<file path="src/rtl/mldsa_pkg.sv">
// mldsa_pkg: ML-DSA constants shared by the ExpandA controller, its address
// generator and the matrix interface, plus the controller state encoding.
package mldsa_pkg;
  localparam int Q       = 8380417;
  localparam int N       = 256;
  localparam int N_W     = 9;
  localparam int COEFF_W = 23;
  localparam int Z_W     = 24;
  localparam int ADDR_W  = 14;
  localparam int IDX_W   = 8;
  localparam int SEED_W  = 256;
  typedef enum logic [2:0] {
    IDLE,
    LAUNCH,
    COLLECT,
    NEXT,
    FINISH
  } state_t;
endpackage

</file>
<file path="src/rtl/expand_a_ctrl_if.sv">
// expand_a_ctrl_if: rejection-sampler handshake plus matrix RAM write port;
// master is the ExpandA controller, slave is the sampler/RAM side.
interface expand_a_ctrl_if;
  logic                                rej_start;
  logic [mldsa_pkg::SEED_W-1:0]        rej_rho;
  logic [mldsa_pkg::IDX_W-1:0]         rej_i;
  logic [mldsa_pkg::IDX_W-1:0]         rej_j;
  logic                                rej_done;
  logic [mldsa_pkg::Z_W-1:0]           rej_z;
  logic                                rej_z_valid;
  logic                                wr_en;
  logic [mldsa_pkg::ADDR_W-1:0]        wr_addr;
  logic [mldsa_pkg::COEFF_W-1:0]       wr_data;
  modport master (
    output rej_start, rej_rho, rej_i, rej_j, wr_en, wr_addr, wr_data,
    input  rej_done, rej_z, rej_z_valid
  );
  modport slave (
    input  rej_start, rej_rho, rej_i, rej_j, wr_en, wr_addr, wr_data,
    output rej_done, rej_z, rej_z_valid
  );
endinterface

</file>
<file path="src/rtl/poly_addr_gen.sv">
// poly_addr_gen: coefficient index n and matrix position (r, s) walked
// row-major, with the derived matrix RAM address (r*L + s)*256 + n.
module poly_addr_gen
  import mldsa_pkg::*;
#(
  parameter int K = 4,
  parameter int L = 4
) (
  input  logic              clk,
  input  logic              rst_n,
  input  logic              clr,
  input  logic              inc,
  input  logic              adv,
  output logic [N_W-1:0]    n,
  output logic [IDX_W-1:0]  s,
  output logic [IDX_W-1:0]  r,
  output logic [ADDR_W-1:0] wr_addr,
  output logic              last
);
  logic [N_W-1:0]   n_q, n_d;
  logic [IDX_W-1:0] s_q, s_d;
  logic [IDX_W-1:0] r_q, r_d;
  logic             s_wrap;
  // (r, s) hold at the final polynomial so the indices stay valid in FINISH
  always_comb begin
    s_wrap = s_q == IDX_W'(L - 1);
    last   = s_wrap && r_q == IDX_W'(K - 1);
    n_d    = (clr || adv) ? '0 : inc ? n_q + 1'b1 : n_q;
    s_d    = clr ? '0 : (adv && !last) ? (s_wrap ? '0 : s_q + 1'b1) : s_q;
    r_d    = clr ? '0 : (adv && !last && s_wrap) ? r_q + 1'b1 : r_q;
  end
  always_ff @(posedge clk or negedge rst_n)
    if (!rst_n) begin
      n_q <= '0;
      s_q <= '0;
      r_q <= '0;
    end else begin
      n_q <= n_d;
      s_q <= s_d;
      r_q <= r_d;
    end
  assign n       = n_q;
  assign s       = s_q;
  assign r       = r_q;
  assign wr_addr = ADDR_W'((int'(r_q) * L + int'(s_q)) * N + int'(n_q));
endmodule

</file>
<file path="src/rtl/expand_a_ctrl.sv">
// expand_a_ctrl: sequences the K x L ExpandA polynomials through an external
// rejection sampler into matrix RAM. Define EXPAND_A_RANGE_CHECK_EN to flag
// coefficients that are not reduced mod q.
module expand_a_ctrl
  import mldsa_pkg::*;
#(
  parameter int K = 4,
  parameter int L = 4
) (
  input  logic              clk,
  input  logic              rst_n,
  input  logic              start,
  input  logic [SEED_W-1:0] rho_in,
  output logic              busy,
  output logic              done,
  output logic              err,
  expand_a_ctrl_if.master   bus
);
  state_t               state_q, state_d;
  logic [SEED_W-1:0]    rho_q, rho_d;
  logic                 busy_q, busy_d;
  logic                 done_q, done_d;
  logic                 err_q, err_d;
  logic                 rej_start_q, rej_start_d;
  logic                 wr_en_q, wr_en_d;
  logic [ADDR_W-1:0]    wr_addr_q, wr_addr_d;
  logic [COEFF_W-1:0]   wr_data_q, wr_data_d;
  logic [N_W-1:0]       n;
  logic [N_W-1:0]       n_after;
  logic [IDX_W-1:0]     s;
  logic [IDX_W-1:0]     r;
  logic [ADDR_W-1:0]    addr;
  logic                 last;
  logic                 coll;
  logic                 accept;
  logic                 overflow;
  logic                 short_poly;
  logic                 bad_z;
  logic                 clr;
  logic                 adv;
  poly_addr_gen #(
    .K(K),
    .L(L)
  ) u_addr (
    .clk    (clk),
    .rst_n  (rst_n),
    .clr    (clr),
    .inc    (accept),
    .adv    (adv),
    .n      (n),
    .s      (s),
    .r      (r),
    .wr_addr(addr),
    .last   (last)
  );
  // a coefficient arriving with rej_done is counted before n is judged
  always_comb begin
    coll       = state_q == COLLECT;
    accept     = coll && bus.rej_z_valid && n != N_W'(N);
    overflow   = coll && bus.rej_z_valid && n == N_W'(N);
    n_after    = n + N_W'(accept);
    short_poly = coll && bus.rej_done && n_after != N_W'(N);
`ifdef EXPAND_A_RANGE_CHECK_EN
    bad_z      = accept && (bus.rej_z[Z_W-1] || bus.rej_z[COEFF_W-1:0] >= COEFF_W'(Q));
`else
    bad_z      = 1'b0;
`endif
    clr         = state_q == IDLE && start;
    adv         = state_q == NEXT;
    state_d     = clr ? LAUNCH
                : state_q == LAUNCH ? COLLECT
                : (coll && bus.rej_done) ? NEXT
                : state_q == NEXT ? (last ? FINISH : LAUNCH)
                : state_q == FINISH ? IDLE
                : state_q;
    rho_d       = clr ? rho_in : rho_q;
    busy_d      = state_d == LAUNCH || state_d == COLLECT || state_d == NEXT;
    done_d      = state_d == FINISH;
    rej_start_d = state_d == LAUNCH;
    err_d       = clr ? 1'b0 : err_q || overflow || short_poly || bad_z;
    wr_en_d     = accept;
    wr_addr_d   = accept ? addr : wr_addr_q;
    wr_data_d   = accept ? bus.rej_z[COEFF_W-1:0] : wr_data_q;
  end
  always_ff @(posedge clk or negedge rst_n)
    if (!rst_n) begin
      state_q     <= IDLE;
      rho_q       <= '0;
      busy_q      <= 1'b0;
      done_q      <= 1'b0;
      err_q       <= 1'b0;
      rej_start_q <= 1'b0;
      wr_en_q     <= 1'b0;
      wr_addr_q   <= '0;
      wr_data_q   <= '0;
    end else begin
      state_q     <= state_d;
      rho_q       <= rho_d;
      busy_q      <= busy_d;
      done_q      <= done_d;
      err_q       <= err_d;
      rej_start_q <= rej_start_d;
      wr_en_q     <= wr_en_d;
      wr_addr_q   <= wr_addr_d;
      wr_data_q   <= wr_data_d;
    end
  assign busy          = busy_q;
  assign done          = done_q;
  assign err           = err_q;
  assign bus.rej_start = rej_start_q;
  assign bus.rej_rho   = rho_q;
  assign bus.rej_i     = s;
  assign bus.rej_j     = r;
  assign bus.wr_en     = wr_en_q;
  assign bus.wr_addr   = wr_addr_q;
  assign bus.wr_data   = wr_data_q;
endmodule

</file>
<file path="src/flat_wrapper.sv">
// flat-port wrapper written by rule: the top's interface ports become plain ports
module expand_a_ctrl_flat import mldsa_pkg::*;
#(
  parameter int K = 4,
  parameter int L = 4
)
  (clk, rst_n, start, rho_in, busy, done, err, bus_rej_start, bus_rej_rho, bus_rej_i, bus_rej_j, bus_wr_en, bus_wr_addr, bus_wr_data, bus_rej_done, bus_rej_z, bus_rej_z_valid);
  expand_a_ctrl_if bus_i ();
  input  logic clk;
  input  logic rst_n;
  input  logic start;
  input  logic [SEED_W-1:0] rho_in;
  output logic busy;
  output logic done;
  output logic err;
  output wire logic [$bits(bus_i.rej_start)-1:0] bus_rej_start;
  output wire logic [$bits(bus_i.rej_rho)-1:0] bus_rej_rho;
  output wire logic [$bits(bus_i.rej_i)-1:0] bus_rej_i;
  output wire logic [$bits(bus_i.rej_j)-1:0] bus_rej_j;
  output wire logic [$bits(bus_i.wr_en)-1:0] bus_wr_en;
  output wire logic [$bits(bus_i.wr_addr)-1:0] bus_wr_addr;
  output wire logic [$bits(bus_i.wr_data)-1:0] bus_wr_data;
  input wire logic [$bits(bus_i.rej_done)-1:0] bus_rej_done;
  input wire logic [$bits(bus_i.rej_z)-1:0] bus_rej_z;
  input wire logic [$bits(bus_i.rej_z_valid)-1:0] bus_rej_z_valid;
  assign bus_rej_start = bus_i.rej_start;
  assign bus_rej_rho = bus_i.rej_rho;
  assign bus_rej_i = bus_i.rej_i;
  assign bus_rej_j = bus_i.rej_j;
  assign bus_wr_en = bus_i.wr_en;
  assign bus_wr_addr = bus_i.wr_addr;
  assign bus_wr_data = bus_i.wr_data;
  assign bus_i.rej_done = bus_rej_done;
  assign bus_i.rej_z = bus_rej_z;
  assign bus_i.rej_z_valid = bus_rej_z_valid;
  expand_a_ctrl #(.K(K), .L(L)) u_core (.clk(clk), .rst_n(rst_n), .start(start), .rho_in(rho_in), .busy(busy), .done(done), .err(err), .bus(bus_i));
endmodule
</file>
<file path="config.mk">
export PLATFORM = sky130hd
export DESIGN_NAME = expand_a_ctrl_flat
export DESIGN_NICKNAME = d
export VERILOG_FILES = /design/src/rtl/mldsa_pkg.sv /design/src/rtl/expand_a_ctrl_if.sv /design/src/rtl/poly_addr_gen.sv /design/src/rtl/expand_a_ctrl.sv /design/src/flat_wrapper.sv
export SDC_FILE = /design/constraint.sdc
export NUM_CORES = 1
export LEC_CHECK = 0
export CAP_MARGIN = 20
export CORE_AREA = 2 2 230 232
export DETAILED_ROUTE_END_ITERATION = 16
export DIE_AREA = 0 0 232 234
export PLACE_DENSITY = 0.51
export REMOVE_ABC_BUFFERS = 1
export SYNTH_ARGS = -nofsm -noshare
export SYNTH_HDL_FRONTEND = slang
export SYNTH_SLANG_ARGS = --single-unit
</file>
<file path="constraint.sdc">
create_clock -name clk -period 2.9 [get_ports clk]
set_input_delay 0.725 -clock clk [delete_from_list [all_inputs] [get_ports clk]]
set_output_delay 0.725 -clock clk [all_outputs]
set_load 0.02 [all_outputs]
</file>
==> results_dict.tcl <==
set metrics [dict create \
    grt_pass1_wl_um 68800 \
    syn_area_per_cell_um2 9.39 \
    tightest_slew_ns 0.751 \
    vias_per_cell 4.17 \
    slew_headroom_pct 49.9 \
    yosysSeqAreaShare_pct 63.0 \
    place_inst 2636 \
    reg2reg_depth 11 \
    syn_to_final_growth_pct 63.3 \
    vias 11309 \
    stdcell_count 2709 \
    cpPeakStageDelay_ns 0.41 \
    die_h_um 234 \
    overflow 0 \
    clkLatencyLatePin_ns 0.53 \
    finalSetupViolCount 0 \
    routed_wirelength_um 44900 \
    crit_fanout 4 \
    grt_pass1_vias 11710 \
    root_buffer "clkbuf_16" \
    hold_viol 0 \
    cp.depth 11 \
    cp-end-kind "register" \
    ios 599 \
    layout.nets 2288 \
    crit_buf_inv 1 \
    final_cell_mix "nand2_1 (794), clkdlybuf4s50_1 (596), dfrtp_1 (326)" \
    clock-sinks 326 \
    rsz0062_at_grt "no" \
    synthDistinctLibCells 46 \
    dr.pass1.iters 4 \
    grt.total_usage_pct 16.3 \
    cts_inserted_buffers 41 \
    gp_congestion 0.818 \
    drt-initial-drc-count 529 \
    wl_met2_um 22100 \
    synth_cells 1378 \
    clock.fmax_ghz 0.376 \
    synth_area_um2 12900 \
    core_um2 52000 \
    ys_seq_elements 326 \
    ir_drop_mv 0.452 \
    htreeDepth 2 \
    slew_viol_final 0 \
    critPathKind "reg -> reg" \
    postCtsHoldBufs 0 \
    path_cells "or3_4 -> nor4_4 -> nand2b_4 -> inv_1 -> ha_1 -> ha_1 -> or3_1 -> a21oi_1 -> o21ai_0 -> o311ai_1 -> a21oi_1" \
    fin_crit_sh_pct 91.7 \
    start_kind "register" \
    top_layer_used "met5" \
    dieWidth_um 232 \
    dp_hpwl_um 32900 \
    fin_ws_ns 0.241 \
    drv_cap 0 \
    yosys_warnings 0 \
    outcome "finished clean" \
    grt_antenna_before_repair 5 \
    rows 84 \
    power.density_nw_per_um2 1080 \
    portBuffers 597 \
    cts_tree "built" \
    arrival_ns 3.07 \
    clock_skew_ns 0.0102 \
    fin_crit_ns 2.66 \
    final_common_cell "nand2_1" \
    place_ws_ns -0.328 \
    fin_util_pct 40.6 \
    min_path_type "in -> async" \
    wl_per_cell_um 16.6 \
    route.met3.wl_um 4010 \
    crit_family "simple AND/OR/NAND/NOR gates" \
    clkTransAtPathRegs_ns 0.05 \
    ant_nets 0 \
    grt_max_degree 132 \
    dieArea_um2 54300 \
    power_uw 22800 \
    power_leakage_uw 0.0101 \
    drive_gt1_share_pct 6.64 \
    drc 0 \
    critical-path-slowest-cell "or3_4" \
    max-clock-path-buffers 3 \
    worst_ep_required_time_ns 3.31 \
    start_util_pct 24.9 \
    met1_length_um 17700 \
]
-- kinds of logic (layout without fill, tap and decap cells) --
logic type / Yosys count / in the layout / synth area share [%]
buf+inv: 78 / 719 / 2.97
simple gates: 872 / 872 / 26.8
xor+xnor: 29 / 29 / 1.96
flops: 326 / 326 / 63.0
fa+ha+maj: 12 / 12 / 1.22
compound gates: 30 / 30 / 1.37
mux: 31 / 31 / 2.67
other cells: 0 / 2 / 0
-- worst paths after layout --
path | start | endpoint | slack [ns]
worst max-delay path | u_core.u_addr.n[3] | u_core.err | 0.24
worst min-delay path | rst_n | u_core.bus.wr_data[8] | 0.13
worst max register to register | u_core.u_addr.n[3] | u_core.err | 0.24
worst min register to register | u_core.bus.rej_rho[124] | u_core.bus.rej_rho[124] | 0.47
max in group asynchronous | rst_n | u_core.bus.rej_rho[148] | 1.85
min in group clk | u_core.bus.rej_rho[124] | u_core.bus.rej_rho[124] | 0.47
-- synthesized netlist by cell type (all sizes together) --
cell type,count,share of area (%)
nand4,8,0.39
nor3b,2,0.15
o311ai,1,0.068
nor4bb,1,0.077
a22o,1,0.068
or3,6,0.33
dfrtp,326,63
and3,5,0.24
nand2,796,23
and3b,1,0.068
ha,11,1.1
clkbuf,11,0.32
xor2,15,1.0
buf,59,2.4
a21oi,9,0.38
nand3,9,0.35
nor4b,2,0.18
a211o,1,0.068
inv,8,0.23
nand3b,2,0.12
nor3,6,0.23
mux2,28,2.4
nor2,24,0.70
or4b,1,0.077
xnor2,14,0.95
o21ai,13,0.50
a31oi,1,0.048
nor4,4,0.43
and4,1,0.068
nand2b,4,0.25
fa,1,0.15
a21o,2,0.12
o31ai,1,0.058
mux2i,3,0.23
a41oi,1,0.068
-- layout make-up --
cell class              count  area [um2]
flip-flops and latches    326        8160
clock buffers              66        1190
multi-input cells         974        4410
well taps                 688         861
diodes                      2        5.00
clock inverters             5        31.3
fillers                  5227       30900
inverters                   8        30.0
repair buffers            640        6440
-- power by group --
group | internal [uW] | switching, uW
clock | 2790 | 1920
sequential | 6500 | 1060
combinational | 4790 | 5770
total | 14100 | 8750
-- repair_timing --
item,4_1_cts,5_1_grt
endpoints found under the setup margin,0,1
resized for setup,0,1
buffers inserted,0,0
-- metal layers --
layer	vias up	GRT usage [%]
met3	70	5.80
li1	5496	-
met5	-	0
met1	5337	19.0
met2	400	28.0
met4	6	5.05
-- metrics by stage --
stage | hold WS (ns) | setup TNS, ns | cell area (um2)
final | 0.127 | 0 | 21100
after global routing | 0.129 | 0 | 21100
after CTS | 0.126 | 0 | 21100
after detailed placement | 0.461 | -0.328 | 19900
after global placement | 0.456 | -0.339 | 19900
after floorplan | 0.429 | -2334.05 | 12600
-- registers in the layout, indices dropped and copies added, names as in the netlist, 3 cells and up --
register / cells
u_core.u_addr.r: 8
u_core.u_addr.n: 9
u_core.u_addr.s: 8
u_core.bus.rej_rho: 256
u_core.state_q: 3
u_core.bus.wr_addr: 14
u_core.bus.wr_data: 23
No activity file was read; power rests on OpenSTA's default activity.
